File: src/rtl/mem_port_arbiter.sv
// mem_port_arbiter: shares one unified I/D memory between the fetch (if_*) and data (dm_*) ports.
// Ports: clk1/rst (async, active-high); if_req/if_addr -> if_gnt/if_rvalid/if_rdata;
//        dm_req/dm_we/dm_addr/dm_wdata -> dm_gnt/dm_rvalid/dm_rdata;
//        mem_en/mem_we/mem_addr/mem_wdata -> memory, mem_rdata <- memory; busy = transaction in flight.
// Optional: define MEM_ARB_PERF_EN to add perf_if_gnt/perf_dm_gnt/perf_conflict counters.
module mem_port_arbiter #(
    parameter int AW         = 10,
    parameter int DW         = 32,
    parameter int MEM_LAT    = 1,
    parameter int MAX_STREAK = 4
) (
    input  logic          clk1,
    input  logic          rst,
    input  logic          if_req,
    input  logic [AW-1:0] if_addr,
    output logic          if_gnt,
    output logic          if_rvalid,
    output logic [DW-1:0] if_rdata,
    input  logic          dm_req,
    input  logic          dm_we,
    input  logic [AW-1:0] dm_addr,
    input  logic [DW-1:0] dm_wdata,
    output logic          dm_gnt,
    output logic          dm_rvalid,
    output logic [DW-1:0] dm_rdata,
    output logic          mem_en,
    output logic          mem_we,
    output logic [AW-1:0] mem_addr,
    output logic [DW-1:0] mem_wdata,
    input  logic [DW-1:0] mem_rdata,
    output logic          busy
`ifdef MEM_ARB_PERF_EN
    ,
    output logic [31:0]   perf_if_gnt,
    output logic [31:0]   perf_dm_gnt,
    output logic [31:0]   perf_conflict
`endif
);
    localparam int LW = $clog2(MEM_LAT + 1);
    localparam int SW = $clog2(MAX_STREAK + 1);

    typedef enum logic {S_IDLE, S_WAIT} state_t;

    state_t        state_q, state_d;
    logic          owner_q, owner_d;
    logic [SW-1:0] streak_q, streak_d;
    logic [LW-1:0] lat_cnt_q, lat_cnt_d;
    logic          if_gnt_q, if_gnt_d;
    logic          dm_gnt_q, dm_gnt_d;
    logic          if_rvalid_q, if_rvalid_d;
    logic          dm_rvalid_q, dm_rvalid_d;
    logic [DW-1:0] if_rdata_q, if_rdata_d;
    logic [DW-1:0] dm_rdata_q, dm_rdata_d;
    logic          mem_en_q, mem_en_d;
    logic          mem_we_q, mem_we_d;
    logic [AW-1:0] mem_addr_q, mem_addr_d;
    logic [DW-1:0] mem_wdata_q, mem_wdata_d;
    logic          streak_max, dm_win, if_win;
`ifdef MEM_ARB_PERF_EN
    logic [31:0]   perf_if_gnt_q, perf_if_gnt_d;
    logic [31:0]   perf_dm_gnt_q, perf_dm_gnt_d;
    logic [31:0]   perf_conflict_q, perf_conflict_d;
`endif

    assign streak_max = streak_q == SW'(MAX_STREAK);
    // Data port wins unless fetch has been waiting through a full streak.
    assign dm_win     = dm_req && !(if_req && streak_max);
    assign if_win     = if_req && !dm_win;

    always_comb begin
        state_d     = state_q;
        owner_d     = owner_q;
        streak_d    = streak_q;
        lat_cnt_d   = lat_cnt_q;
        if_gnt_d    = 1'b0;
        dm_gnt_d    = 1'b0;
        if_rvalid_d = 1'b0;
        dm_rvalid_d = 1'b0;
        mem_en_d    = 1'b0;
        if_rdata_d  = if_rdata_q;
        dm_rdata_d  = dm_rdata_q;
        mem_we_d    = mem_we_q;
        mem_addr_d  = mem_addr_q;
        mem_wdata_d = mem_wdata_q;
`ifdef MEM_ARB_PERF_EN
        perf_if_gnt_d   = perf_if_gnt_q;
        perf_dm_gnt_d   = perf_dm_gnt_q;
        perf_conflict_d = perf_conflict_q;
`endif
        if (state_q == S_IDLE) begin
            if (dm_win || if_win) begin
                state_d     = S_WAIT;
                owner_d     = dm_win;
                lat_cnt_d   = LW'(MEM_LAT);
                if_gnt_d    = if_win;
                dm_gnt_d    = dm_win;
                mem_en_d    = 1'b1;
                mem_we_d    = dm_win && dm_we;
                mem_addr_d  = dm_win ? dm_addr : if_addr;
                mem_wdata_d = dm_win ? dm_wdata : mem_wdata_q;
                streak_d    = (dm_win && if_req) ? (streak_max ? streak_q : streak_q + SW'(1)) : '0;
`ifdef MEM_ARB_PERF_EN
                perf_if_gnt_d   = perf_if_gnt_q + 32'(if_win);
                perf_dm_gnt_d   = perf_dm_gnt_q + 32'(dm_win);
                perf_conflict_d = perf_conflict_q + 32'(if_req && dm_req);
`endif
            end
        end else if (!mem_en_q) begin
            // The first WAIT edge is the one where the memory samples mem_en, so
            // the latency count starts on the edge after it.
            lat_cnt_d = lat_cnt_q - LW'(1);
            if (lat_cnt_q == LW'(1)) begin
                state_d     = S_IDLE;
                if_rvalid_d = !owner_q;
                dm_rvalid_d = owner_q;
                if_rdata_d  = owner_q ? if_rdata_q : mem_rdata;
                dm_rdata_d  = (owner_q && !mem_we_q) ? mem_rdata : dm_rdata_q;
            end
        end
    end

    always_ff @(posedge clk1 or posedge rst) begin
        if (rst) begin
            state_q     <= S_IDLE;
            owner_q     <= 1'b0;
            streak_q    <= '0;
            lat_cnt_q   <= '0;
            if_gnt_q    <= 1'b0;
            dm_gnt_q    <= 1'b0;
            if_rvalid_q <= 1'b0;
            dm_rvalid_q <= 1'b0;
            if_rdata_q  <= '0;
            dm_rdata_q  <= '0;
            mem_en_q    <= 1'b0;
            mem_we_q    <= 1'b0;
            mem_addr_q  <= '0;
            mem_wdata_q <= '0;
        end else begin
            state_q     <= state_d;
            owner_q     <= owner_d;
            streak_q    <= streak_d;
            lat_cnt_q   <= lat_cnt_d;
            if_gnt_q    <= if_gnt_d;
            dm_gnt_q    <= dm_gnt_d;
            if_rvalid_q <= if_rvalid_d;
            dm_rvalid_q <= dm_rvalid_d;
            if_rdata_q  <= if_rdata_d;
            dm_rdata_q  <= dm_rdata_d;
            mem_en_q    <= mem_en_d;
            mem_we_q    <= mem_we_d;
            mem_addr_q  <= mem_addr_d;
            mem_wdata_q <= mem_wdata_d;
        end
    end

`ifdef MEM_ARB_PERF_EN
    always_ff @(posedge clk1 or posedge rst) begin
        if (rst) begin
            perf_if_gnt_q   <= '0;
            perf_dm_gnt_q   <= '0;
            perf_conflict_q <= '0;
        end else begin
            perf_if_gnt_q   <= perf_if_gnt_d;
            perf_dm_gnt_q   <= perf_dm_gnt_d;
            perf_conflict_q <= perf_conflict_d;
        end
    end

    assign perf_if_gnt   = perf_if_gnt_q;
    assign perf_dm_gnt   = perf_dm_gnt_q;
    assign perf_conflict = perf_conflict_q;
`endif

    assign if_gnt    = if_gnt_q;
    assign dm_gnt    = dm_gnt_q;
    assign if_rvalid = if_rvalid_q;
    assign dm_rvalid = dm_rvalid_q;
    assign if_rdata  = if_rdata_q;
    assign dm_rdata  = dm_rdata_q;
    assign mem_en    = mem_en_q;
    assign mem_we    = mem_we_q;
    assign mem_addr  = mem_addr_q;
    assign mem_wdata = mem_wdata_q;
    assign busy      = state_q == S_WAIT;
endmodule

File: config.mk
export PLATFORM = sky130hd
export DESIGN_NAME = mem_port_arbiter
export DESIGN_NICKNAME = d
export VERILOG_FILES = /design/src/rtl/mem_port_arbiter.sv
export SDC_FILE = /design/constraint.sdc
export NUM_CORES = 1
export LEC_CHECK = 0
export CAP_MARGIN = 15
export CELL_PAD_IN_SITES_DETAIL_PLACEMENT = 1
export CELL_PAD_IN_SITES_GLOBAL_PLACEMENT = 2
export CORE_UTILIZATION = 25
export DETAILED_ROUTE_END_ITERATION = 7
export PLACE_DENSITY_LB_ADDON = 0.08
export RECOVER_POWER = 100
export SLEW_MARGIN = 20
export SYNTH_ARGS = -nofsm -noshare
export SYNTH_HDL_FRONTEND = slang
export SYNTH_SLANG_ARGS = --single-unit
File: constraint.sdc
create_clock -name clk1 -period 3.54 [get_ports clk1]
set_input_delay 0.354 -clock clk1 [delete_from_list [all_inputs] [get_ports clk1]]
set_output_delay 0.354 -clock clk1 [all_outputs]
set_load 0.005 [all_outputs]
==> results of run 1 <==
==> synthesized netlist by cell type <==
library cell	n
nand4_1	2
o21bai_1	1
and2_1	1
a2bb2oi_1	10
nor3b_1	1
o21ai_0	14
nor2b_1	2
and3_1	2
buf_2	3
ha_1	2
o31a_1	1
nor2_1	2
buf_12	2
a21oi_1	1
nand3_1	1
a21boi_0	1
nor3b_2	1
mux2_2	69
clkbuf_1	6
or3_1	1
nor2_2	1
nand2_1	6
buf_6	2
nand3b_1	1
a31oi_1	10
inv_1	7
buf_4	4
mux2_4	27
dfrtp_1	118
==> report_power, final <==
part / leakage, nW / internal (mW) / switching (mW) / total (mW)
combinational: 1.43 / 1.62 / 0.903 / 2.52
sequential: 1.40 / 2.03 / 0.332 / 2.37
clock: 0.308 / 1.24 / 0.594 / 1.84
total: 3.13 / 4.89 / 1.83 / 6.72
==> layer usage <==
metal | part of all wire [%] | vias to the layer above | wire length [um]
met5 | 0 | - | 0
met4 | 1.1 | 0 | 146
met2 | 49 | 121 | 6320
met1 | 41 | 1628 | 5250
met3 | 8.5 | 12 | 1100
li1 | - | 1508 | -
==> path summary, 6_finish.rpt <==
check	end	slack [ns]	start	cells past startpoint
hold reg to reg	mem_wdata[6]	0.49	mem_wdata[6]	1
setup reg to reg	mem_wdata[30]	1.09	streak_q[0]	6
min in group asynchronous	mem_wdata[19]	0.92	rst	2
setup / recovery	mem_wdata[30]	1.09	streak_q[0]	6
max in group asynchronous	if_rdata[25]	1.47	rst	3
hold / removal	mem_wdata[6]	0.49	mem_wdata[6]	1
==> stage by stage <==
stage / utilization (%) / setup slack [ns] / cell area (um2) / hold WS, ns
3_5_place_dp: 38.2 / 0.870 / 6940 / 0.494
3_3_place_gp: 38.2 / 0.933 / 6940 / 0.488
6_report: 41.1 / 1.09 / 7460 / 0.485
5_1_grt: 41.1 / 0.850 / 7460 / 0.504
2_1_floorplan: - / 0.0569 / 4680 / 0.492
4_1_cts: 41.7 / 1.16 / 7570 / 0.384
==> cell type report <==
cell class / count / area [um2] / area share [%]
Clock buffer: 22 / 484 / 6.49
Clock inverter: 8 / 146 / 1.96
Timing Repair Buffer: 207 / 2070 / 27.8
Multi-Input combinational cell: 157 / 1490 / 20.0
Inverter: 7 / 27.5 / 0.369
Tap cell: 229 / 287 / 3.84
Sequential cell: 118 / 2950 / 39.6
==> critical path, cell delays in order (launching register included) <==
cell	delay (ns)
dfrtp_1	0.37
inv_1	0.10
ha_1	0.20
and3_1	0.38
or3_1	0.68
buf_12	0.25
mux2_2	0.35
==> registers in the layout (all words and copies together) (netlist names), 3 cells and up <==
name	count
dm_rdata	32
if_rdata	32
mem_addr	10
mem_wdata	32
streak_q	3
==> layout by cell type (no fill, tap or decap), drive strengths merged <==
cell and count:
a21boi 1, a21oi 1, a2bb2oi 10, a31oi 10
and2 1, and3 2, buf 2, bufinv 4
clkbuf 26, clkdlybuf4s50 86, clkinv 3, clkinvlp 2
dfrtp 118, dlygate4sd3 115, ha 2, inv 6
mux2 96, nand2 6, nand3 1, nand3b 1
nand4 2, nor2 3, nor2b 2, nor3b 2
o21ai 14, o21bai 1, o31a 1, or3 1
==> cells by family (layout without fill, tap and decap cells) <==
family	Yosys count	after routing	share of synthesized area (%)
DFF	118	118	63.0
buffers and inverters	24	244	3.34
adders and majority gates	2	2	0.534
and+or+nand+nor	21	21	2.54
muxes	96	96	25.2
AOI/OAI and AO/OA	38	38	5.32
==> impl_results.md, run 1 <==
* Outcome: finished, violations left
* Violated checks: DRC, capacitance limit, slew limit
* Initial antenna violation count at 0
* Die width at about 140 um
* Mapped Cells at ~300
* Sequential area share after synthesis at a little over three fifths
* M3 GR Usage at between 5 and 6%
* Total gr overflow at 0
* Row cnt at just under 50
* Setup TNS at 0 ns
* Filler instances at 1907
* Minimum clock period at about 2.5 ns
* Area share of the largest cell type after synthesis at 63.0%
* Routability cong. at 0.689
* Post-synth cell types at 29
* Hold Violations, Final at 0
* H-tree levels at 4
* Core Region at approximately 0.018 mm2
* GRT Util Overall at around 14%
* Initial core utilization at 25.8%
* Pre-Repair DR Iteration Count at 6
* Post-Layout Cell Count at approximately 750
* Crit share post-route at 69.2%
* CTS Hold Bufs at 0
* Highest clock rate at ~0.41 GHz
* Worst vdd ir at about 380 uV
* Vias in the first global route at ~3700
* Post-synth top area cell: dfrtp_1
* Placed instance count at between 700 and 800
* CTS resizes at 0
* TritonCTS clock tree: yes
* Clock transition at path regs at 0.05 ns
* RSZ-0062 raised after global routing: false
* Via count at ~3300
* Die height at around 140 um
* # port buffers at approximately 200
* Met1 Resource Use GR at approximately 17%
* WL/cell at 17.1 um
* Hpwl dp at 8950 um
* Post-CTS setup buffer count at 0
* I/O pins at about 200
* Worst-skew pair later-pin latency at around 0.4 ns
* Clock Tree Root: clkbuf_16
* DRC at 16
* Pleak at about 3.1 nW
* Pwr Density at approximately 900 mW/mm2
* Ant. Diodes at 0
* Syn Area/Cell at roughly 16 um2
* Post-route clock skew at 0.00862 ns
* CP Class: flop to flop
* Sink Count at about 120
* Die ar. at about 0.019 mm2
* Worst EP arrival at ~2.7 ns
* Final setup viols at 0
* #FFs+latches synth at 118
* Startpoint types: flop
* Hold crit path type: flop to flop
* Max-Cap Viols at 1
* Max-slew violations at 44
* Detailed Route WL at roughly 13000 um
* Largest net degree at the start of global routing at 76
* Worst Setup End Kind: flop
* Layout cells sized above 1 at about a fifth
* P&R area growth vs syn at 59.2%
* Antenna viol nets, final at 0
* Slew @ Worst Pin at a little over 2 ns
* Busiest layer in global routing: met2
* Num CTS Buffers at 17
* # nets final at 599
* Clock Path Buffers at 2
* Worst-path maximum fanout at 19
* Top post-synthesis cells by area: dfrtp_1 63%, mux2_2 17%, mux2_4 8.7%, a2bb2oi_1 1.9%, o21ai_0 1.5%
* Synth warnings at 0
* Met2 track demand over resource at ~23%
* Synth Cell Area at approximately 0.0047 mm2
* First-pass GRT wire length at roughly 21000 um
* PnR Total Power at between 6 and 7 mW
* Worst slew margin at -35.7%
* Initial drt markers at ~120
* Critical Path RT at approximately 3.8 ns
* Mapped Nets at about 400
* Vias/cell at about 4.4
Power figures use the tool's default switching activity.
==> run 2, diff against run 1 <==
- clock period: 3.54 -> 2.2 ns (I/O delays scaled with it)
==> run 2 against run 1 <==
Effect of this change: the run ends with DRC left; utilization is 0.26 points lower; via count is 1.9% higher; power is 56% higher; register-to-register slack worse by 0.84 ns; worst hold slack worse by 0.12 ns; global-route usage is 0.45 points higher; combinational power is 62% higher; non-clock buffer count is 4 higher; critical path depth stayed put; cell count is 0.53% higher; worst setup slack worse by 0.84 ns; critical path type unchanged; highest routed layer unchanged.
==> impl_results.md, run 2 (synthesized netlist as in run 1, its figures left out) <==
* CTS resizes at 0 (unchanged)
* Worst EP arrival at 2.24 ns (-0.50 ns)
* Antenna viol nets, final at 0 (unchanged)
* Pwr Density at 1420 mW/mm2 (+57%)
* Initial core utilization at 25.8% (unchanged)
* Highest cell delay on the worst timing path at 0.45 ns (-0.23 ns)
* GRT Util Overall at 14.6% (+0.45 points)
* Startpoint types: flop
* Hold crit path type: primary input to flop
* CP Class: flop to flop
* Placed instance count at 722 (+0.56%)
* Slew @ Worst Pin at 0.977 ns (-1.05 ns)
* CTS Hold Bufs at 0 (unchanged)
* Routability cong. at 0.713 (+3.5%)
* DRC at 17 (+1)
* I/O pins at 202 (unchanged)
* Pint at 7.56 mW (+54%)
* Sequential power share at 36.3% (+1.1 points)
* WL/cell at 17.4 um (+1.7%)
* Worst-path maximum fanout at 35 (+16)
* Highest clock rate at 0.513 GHz (+26%)
* Total gr overflow at 0 (unchanged)
* TritonCTS clock tree: yes
* Clock power frac at 24.9% (-2.4 points)
* P&R area growth vs syn at 58.1%
* RSZ-0062 raised after global routing: false
* Commonest non-fill, non-tap cell in the layout: dfrtp_1
* Crit-path cells: inv_1 > ha_1 > and3_1 > or3_2 > buf_12 > mux2_1
* Clock Path Buffers at 2 (unchanged)
* Ant. Diodes at 0 (unchanged)
* PnR Total Power at 10.5 mW (+56%)
* Most frequent cells in the layout: 118 x dfrtp_1, 114 x dlygate4sd3_1, 87 x clkdlybuf4s50_1, 69 x mux2_2, 27 x mux2_1
* Clock Tree Root: clkbuf_16
* Critical Path RT at 2.49 ns (-1.34 ns)
* First-pass GRT wire length at 21200 um (+2.7%)
* CP max-delay cell: or3_2
* Sink Count at 118 (unchanged)
* Max-slew violations at 0 (-100%)
* Row cnt at 49 (unchanged)
* Die width at 139 um (unchanged)
* Worst Setup End Kind: flop
* Max-Cap Viols at 0 (-1)
* Hold Violations, Final at 0 (unchanged)
* Worst slew margin at 34.5% (+70 points)
* Core Region at 0.0181 mm2 (unchanged)
* Psw at 2.93 mW (+60%)
* Setup TNS at 0 ns (unchanged)
* Util after Layout at 40.8% (-0.26 points)
* M3 GR Usage at 5.94% (+0.17 points)
* Outcome: finished, violations left
* Met2 track demand over resource at 22.3% (-0.40 points)
* Initial antenna violation count at 0 (unchanged)
* Layout cells sized above 1 at 20.8% (+0.61 points)
* Crit share post-route at 88.7% (+19 points)
* Vias/cell at 4.43 (+1.4%)
* Met1 Resource Use GR at 18.6% (+1.5 points)
* Initial drt markers at 108 (-9.2%)
* Worst vdd ir at 506 uV (+32%)
* Die ar. at 0.0193 mm2 (unchanged)
* Die height at 139 um (unchanged)
* Clock transition at path regs at 0.05 ns (about the same)
* Post-Layout Cell Count at 752 (+0.53%)
* Pre-Repair DR Iteration Count at 6 (unchanged)
* Worst-skew pair later-pin latency at 0.41 ns (about the same)
* Vias in the first global route at 3635 (-1.6%)
* Busiest layer in global routing: met2
* Pleak at 3.12 nW (-0.41%)
* Minimum clock period at 1.95 ns (-0.500 ns)
* # port buffers at 201 (unchanged)
* # nets final at 603 (+0.67%)
* Final setup viols at 0 (unchanged)
* H-tree levels at 4 (unchanged)
* Detailed Route WL at 13100 um (+2.3%)
* Largest net degree at the start of global routing at 58 (-24%)
* Post-CTS setup buffer count at 0 (unchanged)
* Violated checks: DRC
* Via count at 3332 (+1.9%)
* Hpwl dp at 9070 um (+1.4%)
* Filler instances at 1891 (-0.84%)
* Combinational group share of total power at 38.8% (+1.3 points)
* Net Sw Frac at 28.0% (+0.74 points)
* Post-route clock skew at 0.00972 ns (+0.00110 ns)
* Num CTS Buffers at 17 (unchanged)
## run 2: cell count changes in the layout (fill, tap and decap cells not counted), moves of 2 or more
cell / change
buf_4: +4
bufinv_16: -2
clkbuf_2: -2
clkbuf_4: +3
clkbuf_8: -3
clkinv_2: +4
## run 2: path summary, 6_finish.rpt
| check | start | endpoint | slack [ns] | depth (start not counted) |
|---|---|---|---|---|
| worst max-delay path | streak_q[0] | mem_wdata[15] | 0.25 | 6 |
| worst min register to register | mem_wdata[25] | mem_wdata[25] | 0.48 | 1 |
| worst max register to register | streak_q[0] | mem_wdata[15] | 0.25 | 6 |
| min in group asynchronous | rst | mem_wdata[20] | 0.44 | 2 |
| max in group asynchronous | rst | if_rdata[29] | 0.43 | 3 |
| worst min-delay path | if_addr[1] | mem_addr[1] | 0.37 | 3 |
## run 2: per-layer routing
layer / vias up / share of wire (%)
met1: 1696 / 42
met2: 127 / 48
li1: 1497 / -
met3: 12 / 9.1
met5: - / 0
met4: 0 / 1.3
## run 2: per-stage QoR
step / hold WS [ns] / worst slack, ns / instance area [um2]
finish: 0.369 / 0.250 / 7410
detailed placement: 0.494 / 0.219 / 7010
floorplan: 0.360 / 0.451 / 4690
global placement: 0.489 / 0.245 / 7010
CTS: 0.211 / 0.241 / 7560
global route: 0.377 / 0.0904 / 7410
## run 2: area by class of cell
class,instances,area (um2),share of cell area [%]
Clock buffer,20,447,6.03
Clock inverter,10,108,1.45
Inverter,7,27.5,0.372
Multi-Input combinational cell,157,1480,20.0
Sequential cell,118,2950,39.9
Tap cell,229,287,3.87
Timing Repair Buffer,211,2110,28.5
## run 2: power by group through the flow
| stage | clock network (mW) | registers [mW] | logic [mW] |
|---|---|---|---|
| 6_report | 2.61 | 3.80 | 4.07 |
| 5_1_grt | 2.83 | 3.99 | 4.42 |
| 4_1_cts | 2.73 | 3.90 | 4.88 |
| 3_5_place_dp | 0 | 3.92 | 4.85 |
| 3_3_place_gp | 0 | 3.87 | 4.78 |
| 2_1_floorplan | 0 | 3.93 | 1.97 |
## run 2: worst max-delay path: cells and delay by family (launching register included)
kind / cells / cell delay (ns)
AND/OR/NAND/NOR: 2 / 0.61
flip-flops: 1 / 0.36
multiplexers: 1 / 0.33
buffers and inverters: 2 / 0.27
adder cells (fa/ha/maj): 1 / 0.23
==> run 3, diff against run 2 <==
- GPL_TIMING_DRIVEN: unset -> 0
==> run 3 against run 2 <==
Effect of this change: the run still ends with DRC left; register-to-register slack lost 0.05 ns; clock power grew 16%; global-route usage is essentially flat; power rose by 4.1%; non-clock buffer count increased by 10; worst hold slack got worse by 0.17 ns; via count about the same; flip-flop and latch count stayed put; cell count rose by 1.6%; sequential share of layout area fell by 0.73 points; wire length shrank 1.3%; critical path type unchanged; critical endpoint is now mem_wdata[10]; highest routed layer unchanged.
==> impl_results.md, run 3 (synthesized netlist as in run 1, its figures left out) <==
* Worst-skew pair later-pin latency at 0.41 ns (about the same)
* RSZ-0062 raised after global routing: false
* Largest net degree at the start of global routing at 32 (-45%)
* Core Region at 0.0181 mm2 (unchanged)
* Ant. Diodes at 0 (unchanged)
* # nets final at 613 (+1.7%)
* Via count at 3331 (-0.030%)
* Net Sw Frac at 27.2% (-0.80 points)
* Sequential power share at 34.8% (-1.5 points)
* Detailed Route WL at 12900 um (-1.3%)
* Worst EP arrival at 2.29 ns (+0.05 ns)
* Layout cells sized above 1 at 22.4% (+1.6 points)
* Util after Layout at 41.6% (+0.77 points)
* Minimum clock period at 2.00 ns (+0.0495 ns)
* GRT Util Overall at 14.6% (about the same)
* Worst Setup End Kind: flop
* Placed instance count at 732 (+1.4%)
* WL/cell at 16.9 um (-2.8%)
* Hold Slack at 0.198 ns (-0.171 ns)
* CP Class: flop to flop
* Outcome: finished, violations left
* Worst-path maximum fanout at 10 (-71%)
* Max-Cap Viols at 0 (unchanged)
* Register area at 0.00295 mm2 (unchanged)
* Critical Path RT at 2.49 ns (about the same)
* H-tree levels at 4 (unchanged)
* Vias in the first global route at 3730 (+2.6%)
* Clock Tree Root: clkbuf_16
* Startpoint types: flop
* CTS Hold Bufs at 0 (unchanged)
* Slew @ Worst Pin at 1.01 ns (+0.0358 ns)
* # port buffers at 200 (-0.50%)
* Pwr Density at 1450 mW/mm2 (+2.2%)
* Clock transition at path regs at 0.06 ns (about the same)
* Pre-Repair DR Iteration Count at 8 (+2)
* Post-Layout Cell Count at 764 (+1.6%)
* Pleak at 3.20 nW (+2.5%)
* Row cnt at 49 (unchanged)
* Reg2reg path depth at 7 (+1)
* Die ar. at 0.0193 mm2 (unchanged)
* Flop2flop setup slack at 0.20 ns (-0.05 ns)
* Hpwl dp at 9630 um (+6.1%)
* Antenna viol nets, final at 0 (unchanged)
* Hold crit path type: primary input to flop
* Worst vdd ir at 534 uV (+5.5%)
* Initial core utilization at 25.8% (unchanged)
* Final Cell Area at 0.00755 mm2 (+1.9%)
* Die width at 139 um (unchanged)
* Vias/cell at 4.36 (-1.6%)
* Hold Violations, Final at 0 (unchanged)
* Highest clock rate at 0.500 GHz (-2.5%)
* Total gr overflow at 0 (unchanged)
* Crit share post-route at 90.9% (+2.3 points)
* TritonCTS clock tree: yes
* Commonest non-fill, non-tap cell in the layout: dfrtp_1
* CTS resizes at 0 (unchanged)
* Dpl cell area at 0.00706 mm2 (+0.82%)
* Initial drt markers at 114 (+5.6%)
* First-pass GRT wire length at 21600 um (+1.7%)
* Psw at 2.97 mW (+1.1%)
* Routability cong. at 0.761 (+6.7%)
* Sink Count at 118 (unchanged)
* Multi-input gate area at 0.00149 mm2 (+0.68%)
* Initial antenna violation count at 0 (unchanged)
* Clock power frac at 27.7% (+2.8 points)
* I/O pins at 202 (unchanged)
* Die height at 139 um (unchanged)
* P&R area growth vs syn at 61.1%
* DRC at 17 (unchanged)
* Combinational group share of total power at 37.5% (-1.3 points)
* Cell depth of the worst hold path at 3 (unchanged)
* Clock Path Buffers at 2 (unchanged)
* Pint at 7.95 mW (+5.3%)
* Most frequent cells in the layout: 118 x dfrtp_1, 114 x dlygate4sd3_1, 86 x clkdlybuf4s50_1, 69 x mux2_2, 23 x mux2_1
* Final setup viols at 0 (unchanged)
* Post-route clock skew at 0.00637 ns (-0.00334 ns)
* Post-CTS setup buffer count at 0 (unchanged)
* Worst slew margin at 32.4% (-2.1 points)
* Num CTS Buffers at 17 (unchanged)
* Violated checks: DRC
* Filler instances at 1894 (+0.16%)
* Max-slew violations at 0 (unchanged)
## run 3: through the flow
stage,worst slack (ns),setup TNS (ns),power [mW]
2_1_floorplan,0.451,0,5.90
5_1_grt,0.0863,0,11.7
4_1_cts,0.225,0,11.9
3_5_place_dp,0.131,0,8.77
3_3_place_gp,-0.733,-85.67,8.64
6_report,0.200,0,10.9
## run 3: worst max-delay path: stages (launching register included)
cell	delay, ns
dfrtp_1	0.34
inv_1	0.07
ha_1	0.22
and3_1	0.15
or3_1	0.32
buf_6	0.15
clkbuf_2	0.24
mux2_1	0.37
## run 3: area by class of cell
| class | instances | share of cell area [%] |
|---|---|---|
| Sequential cell | 118 | 39.1 |
| Timing Repair Buffer | 204 | 27.2 |
| Inverter | 7 | 0.365 |
| Clock inverter | 12 | 2.65 |
| Clock buffer | 20 | 5.92 |
| Buffer | 17 | 1.24 |
| Tap cell | 229 | 3.80 |
| Multi-Input combinational cell | 157 | 19.7 |
## run 3: final timing paths
| path | startpoint | endpoint |
|---|---|---|
| worst max-delay path | streak_q[0] | mem_wdata[10] |
| worst min-delay path | dm_req | mem_addr[7] |
| worst max register to register | streak_q[0] | mem_wdata[10] |
| worst min register to register | mem_wdata[17] | mem_wdata[17] |
| max in group asynchronous | rst | if_rdata[19] |
| min in group asynchronous | rst | mem_wdata[16] |
## run 3: power groups by stage
stage,Clock [mW],Combinational [mW],Sequential [mW]
final,3.02,4.10,3.80
after CTS,3.13,4.88,3.88
after global placement,0,4.79,3.84
after global routing,3.21,4.47,3.98
after floorplan,0,1.97,3.93
after detailed placement,0,4.86,3.90
## run 3: per-layer routing
| layer | vias to the layer above | part of all wire (%) | global-route usage, % |
|---|---|---|---|
| li1 | 1518 | - | - |
| met1 | 1667 | 42 | 18.3 |
| met2 | 130 | 47 | 22.7 |
| met3 | 16 | 9.5 | 5.39 |
| met4 | 0 | 1.7 | 6.14 |
| met5 | - | 0 | 0 |
